[src/rtl/glitch_cfg_pkg.sv]
// Shared command codes, protocol bytes and parser states for the glitch configuration UART.
package glitch_cfg_pkg;

  typedef enum logic [7:0] {
    CMD_FORM  = 8'h01,
    CMD_DELAY = 8'h02,
    CMD_MATCH = 8'h03
  } cmd_e;

  localparam logic [7:0] SYNC_BYTE = 8'hA5;
  localparam logic [7:0] ACK_BYTE  = 8'h06;
  localparam logic [7:0] NAK_BYTE  = 8'h15;

  typedef enum logic [1:0] {IDLE, CMD, DATA, CSUM} state_e;

  // Payload length in bytes for a command; 0 marks an unknown command.
  function automatic logic [3:0] cmd_len(input logic [7:0] cmd);
    case (cmd)
      CMD_FORM, CMD_DELAY: cmd_len = 4'd8;
      CMD_MATCH:           cmd_len = 4'd4;
      default:             cmd_len = 4'd0;
    endcase
  endfunction

endpackage

[src/rtl/glitch_cfg_uart_rx_byte.sv]
// 8N1 UART byte receiver: 2-FF synchroniser, mid-bit sampler, byte and framing-error pulses.
module uart_rx_byte #(
  parameter int CLKS_PER_BIT = 16
) (
  input  logic       clk,
  input  logic       rst,
  input  logic       rx,
  output logic [7:0] data,
  output logic       byte_vld,
  output logic       frame_err
);
  // byte_vld is a single-cycle strobe with no back-pressure; data holds until the next byte.
  typedef enum logic [1:0] {RX_IDLE, RX_START, RX_BITS, RX_STOP} rx_state_e;

  localparam int CW = $clog2(CLKS_PER_BIT);
  localparam logic [CW-1:0] HALF = CW'(CLKS_PER_BIT / 2 - 1);
  localparam logic [CW-1:0] FULL = CW'(CLKS_PER_BIT - 1);

  rx_state_e     st;
  logic          rx_s1, rx_s2, rx_d;
  logic [CW-1:0] cnt;
  logic [2:0]    bit_idx;
  logic [7:0]    shreg;

  always_ff @(posedge clk or posedge rst) begin
    if (rst) begin
      st        <= RX_IDLE;
      rx_s1     <= 1'b1;
      rx_s2     <= 1'b1;
      rx_d      <= 1'b1;
      cnt       <= '0;
      bit_idx   <= '0;
      shreg     <= '0;
      data      <= '0;
      byte_vld  <= 1'b0;
      frame_err <= 1'b0;
    end else begin
      rx_s1     <= rx;
      rx_s2     <= rx_s1;
      rx_d      <= rx_s2;
      byte_vld  <= 1'b0;
      frame_err <= 1'b0;
      case (st)
        RX_IDLE: begin
          if (rx_d && !rx_s2) begin
            st  <= RX_START;
            cnt <= '0;
          end
        end
        RX_START: begin
          // A start bit that is no longer low at its midpoint was a glitch.
          if (cnt == HALF) begin
            cnt     <= '0;
            bit_idx <= '0;
            st      <= rx_s2 ? RX_IDLE : RX_BITS;
          end else begin
            cnt <= cnt + 1'b1;
          end
        end
        RX_BITS: begin
          if (cnt == FULL) begin
            cnt     <= '0;
            shreg   <= {rx_s2, shreg[7:1]};
            bit_idx <= bit_idx + 1'b1;
            if (bit_idx == 3'd7) st <= RX_STOP;
          end else begin
            cnt <= cnt + 1'b1;
          end
        end
        RX_STOP: begin
          if (cnt == FULL) begin
            cnt <= '0;
            st  <= RX_IDLE;
            if (rx_s2) begin
              byte_vld <= 1'b1;
              data     <= shreg;
            end else begin
              frame_err <= 1'b1;
            end
          end else begin
            cnt <= cnt + 1'b1;
          end
        end
        default: st <= RX_IDLE;
      endcase
    end
  end

endmodule

[src/rtl/glitch_cfg_uart.sv]
// Framed UART command receiver committing glitch form/delay/match registers atomically.
// Define GLITCH_CFG_ACK_EN to add the ACK/NAK transmitter on tx; otherwise tx idles high.
module glitch_cfg_uart
  import glitch_cfg_pkg::*;
#(
  parameter int CLK_HZ         = 100_000_000,
  parameter int BAUD           = 115_200,
  parameter int TIMEOUT_CYCLES = 1_000_000
) (
  input  logic        clk,
  input  logic        rst,
  input  logic        rx,
  output logic        tx,
  output logic [63:0] cfg_form,
  output logic [63:0] cfg_delay,
  output logic [31:0] cfg_match,
  output logic        cfg_update,
  output logic        cfg_err
);
  localparam int CLKS_PER_BIT = CLK_HZ / BAUD;
  localparam int TW = $clog2(TIMEOUT_CYCLES + 1);
  localparam logic [TW-1:0] TMO_LAST = TW'(TIMEOUT_CYCLES - 1);

  logic [7:0]    rx_data;
  logic          byte_vld, frame_err;
  state_e        state;
  cmd_e          tgt;
  logic [63:0]   shadow;
  logic [7:0]    csum;
  logic [3:0]    remain;
  logic [TW-1:0] tmo_cnt;

  uart_rx_byte #(.CLKS_PER_BIT(CLKS_PER_BIT)) u_rx (
    .clk       (clk),
    .rst       (rst),
    .rx        (rx),
    .data      (rx_data),
    .byte_vld  (byte_vld),
    .frame_err (frame_err)
  );

  always_ff @(posedge clk or posedge rst) begin
    if (rst) begin
      state      <= IDLE;
      tgt        <= CMD_FORM;
      shadow     <= '0;
      csum       <= '0;
      remain     <= '0;
      tmo_cnt    <= '0;
      cfg_form   <= '0;
      cfg_delay  <= '0;
      cfg_match  <= '0;
      cfg_update <= 1'b0;
      cfg_err    <= 1'b0;
    end else begin
      cfg_update <= 1'b0;
      cfg_err    <= 1'b0;
      if (frame_err) begin
        state   <= IDLE;
        cfg_err <= 1'b1;
        tmo_cnt <= '0;
      end else if (byte_vld) begin
        // A byte arriving on the timeout cycle takes priority and restarts the count.
        tmo_cnt <= '0;
        case (state)
          IDLE: if (rx_data == SYNC_BYTE) state <= CMD;
          CMD: begin
            if (cmd_len(rx_data) == 4'd0) begin
              state   <= IDLE;
              cfg_err <= 1'b1;
            end else begin
              state  <= DATA;
              remain <= cmd_len(rx_data);
              shadow <= '0;
              csum   <= rx_data;
              tgt    <= cmd_e'(rx_data);
            end
          end
          DATA: begin
            shadow <= {shadow[55:0], rx_data};
            csum   <= csum ^ rx_data;
            remain <= remain - 1'b1;
            if (remain == 4'd1) state <= CSUM;
          end
          CSUM: begin
            state <= IDLE;
            if (rx_data == csum) begin
              cfg_update <= 1'b1;
              case (tgt)
                CMD_FORM:  cfg_form  <= shadow;
                CMD_DELAY: cfg_delay <= shadow;
                default:   cfg_match <= shadow[31:0];
              endcase
            end else begin
              cfg_err <= 1'b1;
            end
          end
          default: state <= IDLE;
        endcase
      end else if (state == IDLE) begin
        tmo_cnt <= '0;
      end else if (tmo_cnt == TMO_LAST) begin
        state   <= IDLE;
        cfg_err <= 1'b1;
        tmo_cnt <= '0;
      end else begin
        tmo_cnt <= tmo_cnt + 1'b1;
      end
    end
  end

`ifdef GLITCH_CFG_ACK_EN
  localparam int BW = $clog2(CLKS_PER_BIT);
  localparam logic [BW-1:0] BIT_LAST = BW'(CLKS_PER_BIT - 1);

  logic          pend_vld;
  logic [7:0]    pend_byte;
  logic          tx_busy;
  logic          tx_q;
  logic [9:0]    tx_shift;
  logic [3:0]    tx_bits;
  logic [BW-1:0] tx_cnt;

  // Single pending slot: a newer status overwrites an unsent one, so RX never stalls.
  always_ff @(posedge clk or posedge rst) begin
    if (rst) begin
      pend_vld  <= 1'b0;
      pend_byte <= '0;
      tx_busy   <= 1'b0;
      tx_q      <= 1'b1;
      tx_shift  <= '1;
      tx_bits   <= '0;
      tx_cnt    <= '0;
    end else begin
      if (!tx_busy) begin
        if (pend_vld) begin
          tx_busy  <= 1'b1;
          tx_shift <= {1'b1, pend_byte, 1'b0};
          tx_q     <= 1'b0;
          tx_bits  <= '0;
          tx_cnt   <= '0;
          pend_vld <= 1'b0;
        end
      end else if (tx_cnt == BIT_LAST) begin
        tx_cnt <= '0;
        if (tx_bits == 4'd9) begin
          tx_busy <= 1'b0;
          tx_q    <= 1'b1;
        end else begin
          tx_bits  <= tx_bits + 1'b1;
          tx_shift <= {1'b1, tx_shift[9:1]};
          tx_q     <= tx_shift[1];
        end
      end else begin
        tx_cnt <= tx_cnt + 1'b1;
      end
      if (cfg_update) begin
        pend_vld  <= 1'b1;
        pend_byte <= ACK_BYTE;
      end else if (cfg_err) begin
        pend_vld  <= 1'b1;
        pend_byte <= NAK_BYTE;
      end
    end
  end

  assign tx = tx_q;
`else
  assign tx = 1'b1;
`endif

endmodule

[config.mk]
export PLATFORM = sky130hd
export DESIGN_NAME = glitch_cfg_uart
export DESIGN_NICKNAME = d
export VERILOG_FILES = /design/src/rtl/glitch_cfg_pkg.sv /design/src/rtl/glitch_cfg_uart_rx_byte.sv /design/src/rtl/glitch_cfg_uart.sv
export SDC_FILE = /design/constraint.sdc
export NUM_CORES = 1
export LEC_CHECK = 0
export CORE_MARGIN = 4
export CORE_UTILIZATION = 35
export DETAILED_ROUTE_END_ITERATION = 8
export DONT_BUFFER_PORTS = 1
export GPL_TIMING_DRIVEN = 0
export SYNTH_ARGS = -nofsm -noshare
export SYNTH_HDL_FRONTEND = slang
export SYNTH_SLANG_ARGS = --single-unit
[constraint.sdc]
create_clock -name clk -period 38.1 [get_ports clk]
set_clock_uncertainty 0.05 [all_clocks]
set_input_delay 11.43 -clock clk [delete_from_list [all_inputs] [get_ports clk]]
set_output_delay 11.43 -clock clk [all_outputs]
set_load 0.1 [all_outputs]
# --- Word-level counts from Yosys, hierarchy flattened ---
# Cells that the tools add are included.
totals:
  reg_bits: 304
  input_bits: 3
  output_inout_bits: 163
classes:
  addsub: 4
  eq_ne: 27
  n_mux: 53
  bitwise_logic: 4
  reduce_logical: 21
op_table:
  columns: ["op", "n"]
  rows:
  - ["$pmux W64 S2", 1]
  - ["$mux W20", 4]
  - ["$mux W64", 1]
  - ["$mux W10", 3]
  - ["$pmux W10 S3", 1]
  - ["$mux W2", 13]
  - ["$eq A8 B2 Y1 const B", 3]
  - ["$add A20 B1 Y20 const B", 1]
  - ["$eq A20 B20 Y1 const B", 1]
  - ["$reduce_and A5 Y1", 4]
  - ["$eq A8 B1 Y1 const B", 2]
  - ["$mux W1", 16]
  - ["$mux W4", 4]
  - ["$pmux W2 S4", 2]
  - ["$pmux W4 S2", 2]
  - ["$pmux W8 S2", 1]
  - ["$reduce_and A4 Y1", 3]
  - ["$add A10 B1 Y10 const B", 1]
  - ["$eq A10 B10 Y1 const B", 1]
  - ["$eq A10 B9 Y1 const B", 1]
  - ["$ne A2 B1 Y1 const B", 5]
  - ["$eq A2 B2 Y1 const B", 4]
  - ["$eq A8 B8 Y1", 1]
  - ["$eq A8 B8 Y1 const B", 1]
  - ["24 further kinds", 33]

# --- Longest topological paths before layout ---
# Gate-level depths: netlist of the first run.
logic_depth:
  depth_word: 11
  depth_mapped: 10
  ltp_nobuf: 7

# --- Hierarchy ---
# A second synthesis of the first run with hierarchy kept.
hier_totals:
  cells_unflattened: 900
  area_unflattened_um2: 12490.7
modules_own_cells:
  columns: ["module", "n_inst", "cells_per_inst", "area_per_inst_um2", "seq_area_each_um2"]
  rows:
  - ["glitch_cfg_uart", 1, 751, 10725.3, 6707.7]
  - ["uart_rx_byte", 1, 149, 1765.4, 904.6]

# --- Worst setup path after synthesis of the first run ---
# OpenSTA, ideal clock, no wires.
synth_path:
  kind: "register to output"
  startpoint: "reg cfg_match[0]"
  endpoint: "out cfg_match[0]"
  arrival_time_ns: 0.898
  path_slack_ns: 25.722
  path_stages_with_launch: 1
  n_path_buf: 0
  cell_sequence: "dfrtp_1"
synth_rtl:
  columns: ["item", "line_no", "rtl"]
  rows:
  - ["start: declaration", "glitch_cfg_uart.sv:16", "output logic [31:0] cfg_match,"]
  - ["start signal: assignment", "glitch_cfg_uart.sv:92", "default: cfg_match <= shadow[31:0];"]
# No word-level cell between the ends.

# --- Final worst setup path of the first run ---
layout_path:
  startpoint: "reg cfg_match[1]"
  endpoint: "out cfg_match[1]"
# No word-level cell between the ends.

==> impl_metrics.toml, run 1 <==
[power]
leakagePower_uw = 0.00697
vdd_drop_max_mv = 0.0316
p_per_area_mw_per_mm2 = 46.5

[detailed_routing]
wl_per_cell_um = 20.2
route.vias.total = 7193
viasPerCell = 5.12
routed_wl_um = 28300
drt_pass1_iterations = 4
ant_nets = 0
drcViolationCount = 0
drt_iter0_markers = 343

[final_layout]
regArea_mm2 = 0.00761
final_core_util_pct = 40.7
area_growth_pct = 13.8
drive_gt1_share_pct = 23.0
mostFrequentLayoutCell = "dfrtp_1"
n_antenna_cell = 0
fin_area_mm2 = 0.0142
fillers = 3216
final_nets = 933
multi_input_area_mm2 = 0.00448
final_cell_mix = "dfrtp_1, mux2_2, mux2_1"

[clock_tree]
clk_path_buf_depth = 3
htree_levels = 2
cts_buffers = 34
cts_resized = 0
cts_hold_buffers = 0
post_cts_buffers = 0
clkTransAtPathRegs_ps = 60
cts_tree = "yes"
clkLatencyLatePin_ps = 510
cts-root-buf = "clkbuf_16"
clock_sinks = 304

[die]
die_h_um = 197
fp.dieW_um = 197
coreArea_mm2 = 0.0349
initial_core_util_pct = 35.8
placementRows = 68
pin_count = 166
dieArea_mm2 = 0.0387

[grt]
antenna_found_initial = 1
grt_max_degree = 125
gr-total-overflow = 0
grt_first_pass_wirelength_um = 44800
grt_pass1_vias = 7361
grt_usage_pct = 14.4

[timing]
setup_violations = 0
fmax_mhz = 77.0
worst_pin_slew_ps = 1230
period_minus_slack_ps = 12990
hold_viol = 0
relSlewSlack_pct = 17.3
fin_setup_tns_ps = 0
rsz0062_at_grt = "no"
final.period_utilization_pct = 34.1
slew_viol_final = 0

[synth]
synth_edf_count = 0
yosys_most_used_dff = "dfrtp_1"
ys_seq_area_share_pct = 61.0
syn_inst = 885
synthArstFlopShare_pct = 100
avgSynthCellArea_um2 = 14.1
synth_nets = 895
ys_types = 62
synth_area_mm2 = 0.0125
ys_warn_count = 0
synth-seq-cells = 304

[job]
cap_violations = 0

[critical_path]
cp.required_ps = 26620
cp_max_fo = 2
cp-end-kind = "output port"
cp.arrival_ps = 1510
worstSetupPathType = "flop to output port"
startpoint_type = "flop"

[placed_design]
io_buffers = 0
dp_hpwl_um = 19300
placed_area_mm2 = 0.0131
gp_congestion = 0.774

[min_path]
hold_class = "flop to flop"

[status]
outcome = "completed"
## where the power goes
group	internal (uW)	switching, uW
clock	184	130
sequential	325	1.87
combinational	5.15	14.0
total	514	146
## path summary, 6_finish.rpt
kind                                          start                        end  slack [ps]  cells after the start
setup reg to reg                 tgt[2]$_DFFE_PP0P_   cfg_delay[2]$_DFFE_PP0P_       35220                      5
min in group asynchronous                       rst  cfg_delay[53]$_DFFE_PP0P_       10760                      1
max in group asynchronous                       rst   cfg_form[14]$_DFFE_PP0P_       25750                      3
setup / recovery           cfg_match[1]$_DFFE_PP0P_               cfg_match[1]       25110                      0
hold reg to reg                u_rx.rx_s1$_DFF_PP1_       u_rx.rx_s2$_DFF_PP1_         330                      0
hold / removal                 u_rx.rx_s1$_DFF_PP1_       u_rx.rx_s2$_DFF_PP1_         330                      0
## Yosys cell counts, drive strengths merged, types with 6 or more instances
cell,n,share of area (%)
and2,12,0.62
clkbuf,23,0.69
xor2,11,0.77
o21ai,8,0.44
nor3,14,0.56
nand2,62,1.9
a22o,55,3.9
mux2i,6,0.48
nand3,18,0.82
a21oi,17,0.68
nor2,42,1.3
ha,7,0.70
mux2,182,17
buf,26,2.2
xnor2,17,1.7
dfrtp,300,60
inv,8,0.24
nand4,10,0.50
## sequential cells by signal, summed over array words and instances (netlist names), named ones only
register	cells
u_rx.st	1
tgt	8
u_rx.shreg	8
u_rx.byte_vld	1
u_rx.cnt	10
cfg_delay	64
state	2
u_rx.rx_s1	1
cfg_update	1
u_rx.rx_s2	1
u_rx.data	8
cfg_match	32
remain	4
u_rx.rx_d	1
cfg_err	1
u_rx.frame_err	1
csum	8
shadow	64
u_rx.bit_idx	3
cfg_form	64
tmo_cnt	20
## cell type report
cell class | count | area share (%)
well taps | 455 | 4.01
inverters | 8 | 0.264
plain buffers | 49 | 2.52
repair buffers | 2 | 0.388
flip-flops and latches | 304 | 53.6
multi-input cells | 524 | 31.5
clock inverters | 11 | 0.590
clock buffers | 51 | 7.08
## layer usage
metal	vias up	wire length [um]	global-route usage, %
li1	3238	-	-
met1	3728	12300	19.0
met2	178	13400	23.6
met3	49	1990	4.05
met4	0	588	3.67
met5	-	0	0
## logic make-up after synthesis
family	Yosys count	synth area share (%)
compound gates	104	6.58
xor+xnor	28	2.45
buf+inv	57	3.11
simple gates	196	8.31
other cells	1	0.0301
mux	188	17.8
fa+ha+maj	7	0.702
flops	304	61.0
## per-stage QoR
| stage | hold slack, ps | std cells | setup WS, ps | total power [uW] |
|---|---|---|---|---|
| after floorplan | 295 | 885 | 18220 | 347 |
| after global placement | 312 | 1340 | 14940 | 352 |
| after detailed placement | 316 | 1342 | 25140 | 353 |
| after CTS | 329 | 1404 | 25080 | 671 |
| after global routing | 334 | 1404 | 25070 | 687 |
| final | 328 | 1404 | 25110 | 660 |
Power figures use the tool's default switching activity.
==> run 2: changes to the inputs <==
clock period = 11.3 ns   (was 38.1 ns; I/O delays follow)
==> impl_metrics.toml, run 2 (same netlist as run 1, synthesis figures left out) <==
[detailed_routing]
drt_pass1_iterations = 4
viasPerCell = 5.07
wl_per_cell_um = 20.1
drt_iter0_markers = 303
routed_wl_um = 28200
drcViolationCount = 0
ant_nets = 0
route.vias.total = 7103

[grt]
grt_use_met2_pct = 23.0
grt_usage_pct = 14.3
gr-total-overflow = 0
grt_max_degree = 42
grt_use_met3_pct = 3.47
grt_busiest_layer = "met2"
grt_pass1_vias = 7238
grt_first_pass_wirelength_um = 44400
antenna_found_initial = 1
met1_usage_pct = 19.5

[timing]
relSlewSlack_pct = 22.5
hold_viol = 0
fmax_mhz = 201
final.period_utilization_pct = 44.1
fin_setup_tns_ps = 0
layout_setup_ws_ps = 6310
worst_pin_slew_ps = 1150
setup_violations = 0
period_minus_slack_ps = 4990
rsz0062_at_grt = "no"
slew_viol_final = 0

[critical_path]
startpoint = "cfg_match[1]$_DFFE_PP0P_"
cp.required_ps = 7860
cp-end-kind = "output port"
startpoint_type = "flop"
worstSetupPathType = "flop to output port"
r2r-start = "tgt[2]$_DFFE_PP0P_"
cp.arrival_ps = 1550
cp_max_fo = 2

[final_layout]
final_nets = 936
drive_gt1_share_pct = 22.4
area_growth_pct = 13.9
mostFrequentLayoutCell = "dfrtp_1"
top_regs = "cfg_delay: 64 flops, cfg_form: 64 flops, shadow: 64 flops"
n_antenna_cell = 0
fin_area_mm2 = 0.0142
final_cell_mix = "dfrtp_1, mux2_2, mux2_1"
final_core_util_pct = 40.7

[status]
outcome = "completed"

[clock_tree]
cts_resized = 0
cts-root-buf = "clkbuf_16"
cts_buffers = 31
clkTransAtPathRegs_ps = 60
clkLatencyLatePin_ps = 550
clock_sinks = 304
htree_levels = 1
post_cts_buffers = 0
clk_path_buf_depth = 3
cts_hold_buffers = 0
cts_tree = "yes"

[die]
coreArea_mm2 = 0.0349
die_h_um = 197
pin_count = 166
placementRows = 68
dieArea_mm2 = 0.0387
initial_core_util_pct = 35.8
fp.dieW_um = 197

[job]
cap_violations = 0

[power]
p_per_area_mw_per_mm2 = 154
vdd_drop_max_mv = 0.128
leakagePower_uw = 0.00697

[placed_design]
dp_hpwl_um = 19900
io_buffers = 0
gp_congestion = 0.762
pre_cts_ws_ps = 6810
placed_area_mm2 = 0.0132

[min_path]
hold_class = "flop to flop"
hold_start = "u_rx.rx_s1$_DFF_PP1_"
[run 2: changes by cell type in the layout (fill, tap and decap cells not counted), moves of 4 or more]
cell	before	now
buf_12	3	11
clkinv_2	7	2
bufinv_16	0	4
clkbuf_1	32	36
clkbuf_16	35	31
clkbuf_8	7	3
[run 2: power breakdown]
part           internal [uW]  switching (uW)  total, uW
Clock                    615             406       1020
Combinational           20.8            48.0       68.8
Sequential              1100            6.52       1100
[run 2: final timing paths]
| check | depth (start not counted) | slack (ps) | to |
|---|---|---|---|
| worst min-delay path | 0 | 310 | u_rx.rx_s2$_DFF_PP1_ |
| worst max register to register | 5 | 8510 | cfg_form[57]$_DFFE_PP0P_ |
| max in group asynchronous | 4 | 7440 | cfg_match[28]$_DFFE_PP0P_ |
| min in group asynchronous | 1 | 2690 | cfg_err$_DFF_PP0_ |
| worst max-delay path | 0 | 6310 | cfg_match[1] |
| worst min register to register | 0 | 310 | u_rx.rx_s2$_DFF_PP1_ |
[run 2: through the flow]
| stage | total power [uW] | cells | hold WS (ps) |
|---|---|---|---|
| after floorplan | 1170 | 885 | 295 |
| after global placement | 1190 | 1340 | 297 |
| after detailed placement | 1190 | 1348 | 297 |
| after CTS | 2220 | 1402 | 305 |
| after global routing | 2270 | 1402 | 307 |
| final | 2190 | 1402 | 305 |
[run 2: worst reg2reg max path, stage by stage, from the launching register on]
cell and delay, ps:
dfrtp_1 400, nor4_4 340, nand4_1 250, nor4_4 990, buf_6 290, mux2_2 350
[run 2: final cells by class]
| type | instances | area, um^2 |
|---|---|---|
| tap | 455 | 569 |
| fill | 3243 | 20700 |
| clock buffer | 47 | 866 |
| sequential | 304 | 7610 |
| multi-input combinational | 524 | 4480 |
| buffer | 49 | 358 |
| inverter | 8 | 33.8 |
| clock inverter | 7 | 139 |
| timing repair buffer | 8 | 160 |
[run 2: layer usage]
metal	vias to the layer above	part of all wire (%)
met3	35	6.9
li1	3245	-
met2	169	47
met4	0	2.1
met1	3654	44
met5	-	0
==> edit (config.mk and constraints of run 1) <==
Set the parameter `CLK_HZ` to 400_000_000 (it was 100_000_000).
--- a/src/rtl/glitch_cfg_uart.sv
+++ b/src/rtl/glitch_cfg_uart.sv
@@ -5,3 +5,3 @@
 #(
-  parameter int CLK_HZ         = 100_000_000,
+  parameter int CLK_HZ         = 400_000_000,
   parameter int BAUD           = 115_200,
Formal check against the unedited RTL: same outputs for any inputs over 4 cycles, from zero or initial values and one cycle with rst high; that may be too few to reach the edited logic, so the function may still have changed.
==> edit against run 1 <==
  * Die area is 3.0% higher
  * Total power is 3.4% higher
  * Synthesized area is 3.1% higher
  * Setup slack worse by 2.0 ps
  * Sequential share of layout area is 1.2 points lower
  * Cell count is 3.8% higher
  * Critical endpoint is now cfg_delay[1]
  * Cell area is 3.0% higher
  * Routed wire length is 2.5% higher
  * Sequential cell count is 2 higher
  * Hold slack worse by 24 ps
  * First-iteration DRC count is 16% higher
==> edit: results (changes against run 1) <==
.. list-table::
   :header-rows: 1

   * - Metric
     - Value
   * - Outcome
     - finished clean
   * - Clock slew seen by the registers of the worst setup and hold paths
     - 60 ps (about the same)
   * - Worst vdd rail ir drop
     - 0.0000227 V (-28%)
   * - Placer Congestion
     - 0.770 (-0.50%)
   * - Post-detailed-route via-to-cell ratio
     - 5.05 (-1.5%)
   * - Tightest slew margin relative to the limit
     - 33.2% (+16 points)
   * - Average detailed-routed wire length per instance
     - 19.9 µm (-1.3%)
   * - R2r worst-path depth
     - 8 (+3)
   * - Met3 track demand over resource in global routing
     - 4.78% (+0.73 points)
   * - Overall via count from detail_route
     - 7,357 (+2.3%)
   * - Number of design-rule violations left by the first detailed-router iteration
     - 399 (+16%)
   * - Initial antenna violation count
     - 0 (-1)
   * - Cell types with the highest counts after synthesis
     - dfrtp_1, mux2_4, nand2_1
   * - Met1 track demand over resource
     - 18.7% (-0.21 points)
   * - Met1 WL
     - 12.6 mm (+1.7%)
   * - Distinct cell type count of the synthesized netlist
     - 58 (-6.5%)
   * - Post-Place Setup Slack
     - 25,450 ps (+316 ps)
   * - Total routing resource utilization after global routing
     - 14.3% (-0.065 points)
   * - Diode count
     - 0 (unchanged)
   * - Avg Inst Size Synth
     - 13.8 µm² (-2.2%)
   * - Registers with the most flip-flops
     - cfg_delay (64), cfg_form (64), shadow (64)
   * - Leakage dissipation
     - 7.42 nW (+6.5%)
   * - Top sig layer
     - met4
   * - Area post-placement
     - 13,500 µm² (+3.3%)
   * - Share of layout cells above drive strength 1
     - 27.5% (+4.5 points)
   * - WL met3
     - 2.30 mm (+15%)
   * - Crit Path Max Fanout
     - 2 (unchanged)
   * - Sequential cell area fraction in the yosys report
     - 59.5% (-1.5 points)
   * - Detailed-router iteration count before antenna repair
     - 4 (unchanged)
   * - Final layout net count
     - 981 (+5.1%)
   * - WHS Path Cells
     - 0 (unchanged)
   * - Met2 Wirelength
     - 13.6 mm (+1.8%)
   * - Biggest area contributors in the synthesized netlist
     - dfrtp_1, mux2_4, mux2_2
   * - Number of warnings printed during yosys synthesis
     - 0 (unchanged)
   * - Path class of the lowest-slack min-delay path
     - flip-flop to flip-flop
   * - Depth of the CTS H-tree
     - 2 (unchanged)
   * - Number of global-route vias before repair
     - 7,617 (+3.5%)
   * - Total nets after synthesis
     - 942 (+5.3%)
   * - Root Buffer Master
     - clkbuf_16
   * - Pin count of the biggest net entering global routing
     - 84 (-33%)
   * - Dpl hpwl
     - 20.2 mm (+4.8%)
   * - Number of cells in the design after placement
     - 1,397 (+4.1%)
   * - Number of port buffers
     - 0 (unchanged)
   * - PostCTS Resize Cnt
     - 0 (unchanged)
   * - Global-route wire length before repair
     - 45.7 mm (+2.2%)
   * - GRT Residual Overflow
     - 0 (unchanged)
   * - Met2 Track Usage GR
     - 23.2% (-0.41 points)
   * - Number of buffers added by the clock tree synthesis step
     - 34 (unchanged)
==> edit: cell types whose count changed after synthesis, sizes merged, moves of 4 or more <==
| cell | run 1 | this run |
|---|---|---|
| nor3 | 14 | 10 |
| and2 | 12 | 7 |
| a21oi | 17 | 32 |
| xnor2 | 17 | 11 |
| nand3 | 18 | 29 |
| nand2 | 62 | 99 |
| a22o | 55 | 47 |
| mux2 | 182 | 170 |
| and4 | 5 | 1 |
| nor3b | 4 | 0 |
| nor2 | 42 | 38 |
| xor2 | 11 | 16 |
| buf | 26 | 34 |
| a31oi | 3 | 10 |
==> edit: power by group <==
group | internal, mW | leakage, nW | switching, mW
Combinational | 0.0102 | 2.62 | 0.0233
Sequential | 0.329 | 4.25 | 0.00470
Clock | 0.187 | 0.546 | 0.129
==> edit: final timing paths <==
kind	from	endpoint	slack (ps)
max in group asynchronous	rst	u_rx.rx_d	26060
setup reg to reg	u_rx.data[4]	shadow[46]	35530
min in group asynchronous	rst	cfg_form[58]	10770
hold reg to reg	u_rx.rx_s1	u_rx.rx_s2	300
hold / removal	u_rx.rx_s1	u_rx.rx_s2	300
setup / recovery	cfg_delay[1]	cfg_delay[1]	25110
==> edit: logic make-up after synthesis <==
kind of cell | count (synthesis) | synth area share, %
simple gates | 232 | 8.60
xor+xnor | 27 | 1.84
fa+ha+maj | 6 | 0.583
compound gates | 118 | 6.58
flops | 306 | 59.5
mux | 179 | 19.1
buf+inv | 64 | 3.74
other cells | 1 | 0.0291
==> edit: layout make-up <==
class	count	area (µm²)
plain buffers	54	444
clock buffers	52	1030
clock inverters	9	67.6
fillers	3286	21300
inverters	10	45.0
multi-input cells	563	4720
flip-flops and latches	306	7660
well taps	461	577
repair buffers	3	82.6
